**src/rtl/bus_responder.sv**
```systemverilog
// Wait-state bus slave with a 256x8 storage array, rd/wr strobes and ready/err pulses.
// Define BUS_RESPONDER_WRPROT_EN to make 0x00..0x3F read-only (writes there complete with err).
module bus_responder #(
    parameter int WAIT = 1
) (
    input  logic       clk1,
    input  logic       rst,
    input  logic       rd,
    input  logic       wr,
    input  logic [7:0] addr,
    input  logic [7:0] data_in,
    output logic [7:0] data_out,
    output logic       data_oe,
    output logic       ready,
    output logic       err
);

    localparam logic [1:0] S_IDLE = 2'd0;
    localparam logic [1:0] S_WAIT = 2'd1;
    localparam logic [1:0] S_RESP = 2'd2;
    localparam logic [1:0] S_HOLD = 2'd3;

    localparam logic [2:0] LP_CNT_LOAD = (WAIT > 0) ? 3'(WAIT - 1) : 3'd0;

    logic [1:0] r_state;
    logic [2:0] r_cnt;
    logic [7:0] r_addr;
    logic [7:0] r_data;
    logic       r_op_rd;
    logic       r_err;
    logic [7:0] r_data_out;
    logic [7:0] r_mem [256];

    logic [1:0] w_state_nxt;
    logic       w_start;
    logic       w_collide;
    logic       w_op_strobe;
    logic       w_enter_resp;
    logic [7:0] w_acc_addr;
    logic [7:0] w_acc_data;
    logic       w_acc_rd;
    logic       w_prot;
    logic       w_mem_we;
    logic       w_rd_load;

    assign w_start     = rd ^ wr;
    assign w_collide   = rd & wr;
    assign w_op_strobe = r_op_rd ? rd : wr;

    always_comb begin
        w_state_nxt = r_state;
        case (r_state)
            S_IDLE: begin
                if (w_collide)
                    w_state_nxt = S_HOLD;
                else if (w_start)
                    w_state_nxt = (WAIT > 0) ? S_WAIT : S_RESP;
            end
            S_WAIT: begin
                if (!w_op_strobe)
                    w_state_nxt = S_IDLE;
                else if (r_cnt == 3'd0)
                    w_state_nxt = S_RESP;
            end
            S_RESP: w_state_nxt = (rd || wr) ? S_HOLD : S_IDLE;
            S_HOLD: begin
                if (!rd && !wr)
                    w_state_nxt = S_IDLE;
            end
            default: w_state_nxt = S_IDLE;
        endcase
    end

    // With no wait states the access happens on the accepting edge, so use the live inputs.
    assign w_acc_addr   = (r_state == S_IDLE) ? addr    : r_addr;
    assign w_acc_data   = (r_state == S_IDLE) ? data_in : r_data;
    assign w_acc_rd     = (r_state == S_IDLE) ? rd      : r_op_rd;
    assign w_enter_resp = (w_state_nxt == S_RESP) && (r_state != S_RESP) && !rst;

`ifdef BUS_RESPONDER_WRPROT_EN
    assign w_prot = (w_acc_addr[7:6] == 2'b00);
`else
    assign w_prot = 1'b0;
`endif

    assign w_mem_we  = w_enter_resp && !w_acc_rd && !w_prot;
    assign w_rd_load = w_enter_resp && w_acc_rd;

    always_ff @(posedge clk1) begin
        if (rst) begin
            r_state    <= S_IDLE;
            r_cnt      <= 3'd0;
            r_op_rd    <= 1'b0;
            r_err      <= 1'b0;
            r_data_out <= 8'h00;
        end else begin
            r_state <= w_state_nxt;
            r_err   <= 1'b0;
            case (r_state)
                S_IDLE: begin
                    if (w_collide) begin
                        r_err   <= 1'b1;
                        r_op_rd <= 1'b0;
                    end else if (w_start) begin
                        r_op_rd <= rd;
                        r_cnt   <= LP_CNT_LOAD;
                    end
                end
                S_WAIT: begin
                    if (w_state_nxt == S_IDLE)
                        r_cnt <= 3'd0;
                    else if (r_cnt != 3'd0)
                        r_cnt <= r_cnt - 3'd1;
                end
                default: ;
            endcase
            // A blocked write still completes; err rides alongside the ready pulse.
            if (w_enter_resp && !w_acc_rd && w_prot)
                r_err <= 1'b1;
            if (w_rd_load)
                r_data_out <= r_mem[w_acc_addr];
        end
    end

    always_ff @(posedge clk1) begin
        if ((r_state == S_IDLE) && w_start) begin
            r_addr <= addr;
            r_data <= data_in;
        end
    end

    always_ff @(posedge clk1) begin
        if (w_mem_we)
            r_mem[w_acc_addr] <= w_acc_data;
    end

    assign ready    = (r_state == S_RESP);
    assign data_oe  = r_op_rd && ((r_state == S_RESP) || (r_state == S_HOLD));
    assign err      = r_err;
    assign data_out = r_data_out;

endmodule

```
**config.mk**
```make
export PLATFORM = sky130hd
export DESIGN_NAME = bus_responder
export DESIGN_NICKNAME = d
export VERILOG_FILES = /design/src/rtl/bus_responder.sv
export SDC_FILE = /design/constraint.sdc
export NUM_CORES = 2
export LEC_CHECK = 0
export CAP_MARGIN = 20
export CORE_MARGIN = 2
export CORE_UTILIZATION = 45
export DETAILED_ROUTE_END_ITERATION = 10
export GPL_TIMING_DRIVEN = 0
export SLEW_MARGIN = 40
export SYNTH_ARGS = -nofsm -noshare
export SYNTH_HDL_FRONTEND = slang
export SYNTH_SLANG_ARGS = --single-unit
```
**constraint.sdc**
```tcl
create_clock -name clk1 -period 7.9 [get_ports clk1]
set_input_delay 1.185 -clock clk1 [delete_from_list [all_inputs] [get_ports clk1]]
set_output_delay 1.185 -clock clk1 [all_outputs]
set_load 0.01 [all_outputs]
```
==> results.cfg <==
[cells_and_area]
num-nets-final = 4886
final_layout_size_suffix_gt1_share_pct = 19.3
stdcell_area_um2 = 89900
post_synthesis_to_final_layout_area_growth_pct = 15.9

[sta]
final_period_minus_worst_setup_slack_ns = 5.86
finalCritPeriodShare_pct = 74.1
worst-slew-pin-transition_ns = 1.11
layout_setup_ws_ns = 2.04
fmax_mhz = 171
report.final.setup_viol = 0
rsz0062_at_grt = no
fin_skew_ns = 0.0712
headroom_to_the_max_slew_limit_pct = 25.0
maxSlewViolCount = 0
tns_ns = 0
hold_viol_final = 0

[run_status]
run_status = complete, no violations

[cts]
cts.hold.buffers_added = 0
postCtsResizedCells = 0
numClockSinks = 2079
clkTransAtPathRegs_ns = 0.06
clock_tree.root_cell = clkbuf_16
clk-insertion-delay-late_ns = 0.90
clock_tree.htree_level_count = 4
cts_buffers = 202
cts-root-to-sink-buffers = 3
cts_tree = yes
post_cts.repair.setup_buffers = 0

[worst_setup_path]
cp_common_cell = nor2_1
timing.critical_path.from_type = input port
worst_ep_required_time_ns = 8.41
critical_path_class = in2reg
critical_path_arrival_ns = 6.36
cells_along_the_critical_path = clkdlybuf4s50_1 -> inv_1 -> ha_1 -> and2_2 -> a211oi_1 -> nand4_1 -> nor2_1 -> nand2_1 -> clkbuf_1 -> nor2_1
crit_slowest_cell = nor2_1
timing.critical_path.to_type = flip-flop
cp_max_fo = 18
critPathMaxStageDelay_ns = 1.00

[place]
place.gp.congestion = 1.05
dp_slack_ns = 1.39
dpl_cell_area_um2 = 83400
numPortBuffers = 30
dpl.hpwl_um = 211000

[synth]
cell_count_after_synthesis = 4547
synth.net_count = 4572
synth_largest_area_cell = edfxtp_1
synth.avg_cell_area_um2 = 17.1
synth.lib_cells_used.distinct = 45
yosysTopAreaCellShare_pct = 79.9
synthesis.area_um2 = 77600
ys_top_cells_by_area = edfxtp_1 (80%), a22oi_1 (9.9%), a21oi_1 (3.3%)
ys_seq_elements = 2079
sequential_share_of_the_synthesized_area_pct = 80.3
ys.warnings.count = 0

[floorplan]
rows = 152
floorplan.io_pins = 31
initial_utilization_pct = 45.2
design.die.area_um2 = 176000
core-area_um2 = 172000
dieHeight_um = 419
width_of_the_die_um = 419

[grt]
grt_pass1_wl_um = 415000
globalRouteTotalUtil_pct = 35.7
number_of_global_route_vias_before_repair = 47100
number_of_antenna_violations_at_the_first_check_in_global_routing = 37
globalRoute.totalOverflow = 0
grt_max_degree = 65

[drt]
drt-pass1-iter-count = 9
route.vias.total = 51600
routed_wl_per_cell_um = 43.2
first_iter_violations = 10800
ant_nets = 0
drc = 0
wirelength_um = 318000
route.detailed.vias_per_inst = 7.03

[power]
max-vdd-ir-drop_v = 0.000299
fin_total_pwr_w = 0.0282
sequentialPowerShare_pct = 45.8
comb_power_share_pct = 20.9
share_clk_of_total_power_pct = 33.2
p_leak_nw = 27.3
netSwitchingPower_w = 0.00896
power.internal_w = 0.0192
swShare_pct = 31.8
p_per_area_nw_per_um2 = 313

[flow_run]
maxCapViolCount = 0

[min_path]
hold_path.class = reg2reg
path summary, 6_finish.rpt:
path	from	to	slack, ns	cells after the start
worst min register to register	data_out[6]$_SDFFE_PP0P_	data_out[6]$_SDFFE_PP0P_	0.51	2
worst min-delay path	data_out[6]$_SDFFE_PP0P_	data_out[6]$_SDFFE_PP0P_	0.51	2
worst max register to register	r_state[0]$_SDFF_PP0_	r_mem[147][7]$_DFFE_PP_	2.44	10
worst max-delay path	rd	r_mem[147][7]$_DFFE_PP_	2.04	10
area by class of cell:
cell class              count  area [um2]
plain buffers             341        1820
flip-flops and latches   2079       62300
clock inverters            94         908
diodes                     27        67.6
well taps                2310        2890
inverters                  10        37.5
repair buffers            110        1770
clock buffers             259        5310
multi-input cells        2117       14900
fillers                 13800       81600
Yosys cell counts (all sizes together):
library cell	n
nand3b	4
a21oi	514
or4	1
xnor2	2
o211ai	1
and2	2
or3b	1
o31a	1
dfxtp	15
nand3	5
o21ai	10
o21bai	1
nor4	8
a211oi	10
nand4	1
inv	10
o21a	1
nand2	55
ha	5
buf	251
a22oi	1024
a22o	1
o41ai	128
nor3b	6
or4b	2
nor3	4
nand2b	7
edfxtp	2064
a31oi	6
a41oi	32
or3	2
clkbuf	90
a21boi	1
o31ai	3
mux2i	2
nor2	276
or2	1
kinds of logic after synthesis:
group / count (synthesis) / synth area share (%)
AOI/OAI and AO/OA: 1733 / 15.4
buffers and inverters: 351 / 2.26
DFF: 2079 / 80.3
xor gates and xnor gates: 2 / 0.0226
and+or+nand+nor: 375 / 1.98
muxes: 2 / 0.0258
adders and majority gates: 5 / 0.0806
state kept, by name, summed over array words and instances, names as in the netlist:
signal	flops
r_mem	2048
data_out	8
r_addr	8
r_data	8
r_cnt	3
r_state	2
err	1
r_op_rd	1
cell usage in the layout, fill, tap and decap left out, drive strengths merged, types with 30 or more instances in the layout:
| cell type | Yosys | layout |
|---|---|---|
| a21oi | 514 | 514 |
| a22oi | 1024 | 1024 |
| a41oi | 32 | 32 |
| buf | 251 | 331 |
| clkbuf | 90 | 349 |
| clkdlybuf4s50 | 0 | 30 |
| clkinv | 0 | 76 |
| edfxtp | 2064 | 2064 |
| nand2 | 55 | 55 |
| nor2 | 276 | 276 |
| o41ai | 128 | 128 |
per-stage QoR:
stage | util (%) | hold WS (ns) | std cells
after floorplan | - | 0.478 | 4547
after global placement | 47.1 | 0.498 | 6887
after detailed placement | 48.6 | 0.498 | 6967
after CTS | 52.3 | 0.506 | 7320
after global routing | 52.4 | 0.536 | 7326
final | 52.4 | 0.505 | 7347
worst max-delay path: cells and delay by family:
| family | cells | cell delay (ns) |
|---|---|---|
| AND/OR/NAND/NOR | 5 | 3.33 |
| buffers and inverters | 3 | 1.09 |
| AO/OA/AOI/OAI | 1 | 0.44 |
| adder cells (fa/ha/maj) | 1 | 0.30 |
power by group through the flow:
stage / Sequential [W] / Combinational [W] / Clock, W
6_report: 0.0129 / 0.00589 / 0.00937
5_1_grt: 0.0129 / 0.00571 / 0.00969
4_1_cts: 0.0129 / 0.00539 / 0.00928
3_5_place_dp: 0.0131 / 0.00538 / 0
3_3_place_gp: 0.0138 / 0.00480 / 0
2_1_floorplan: 0.0134 / 0.00213 / 0
layer usage:
| layer | up-vias | GRT usage [%] | share of wire [%] |
|---|---|---|---|
| li1 | 19500 | - | - |
| met1 | 25900 | 43.9 | 34 |
| met2 | 4921 | 48.2 | 40 |
| met3 | 1277 | 18.6 | 17 |
| met4 | 46 | 24.9 | 8.7 |
| met5 | - | 1.39 | 0.22 |
Power figures use the tool's default switching activity.
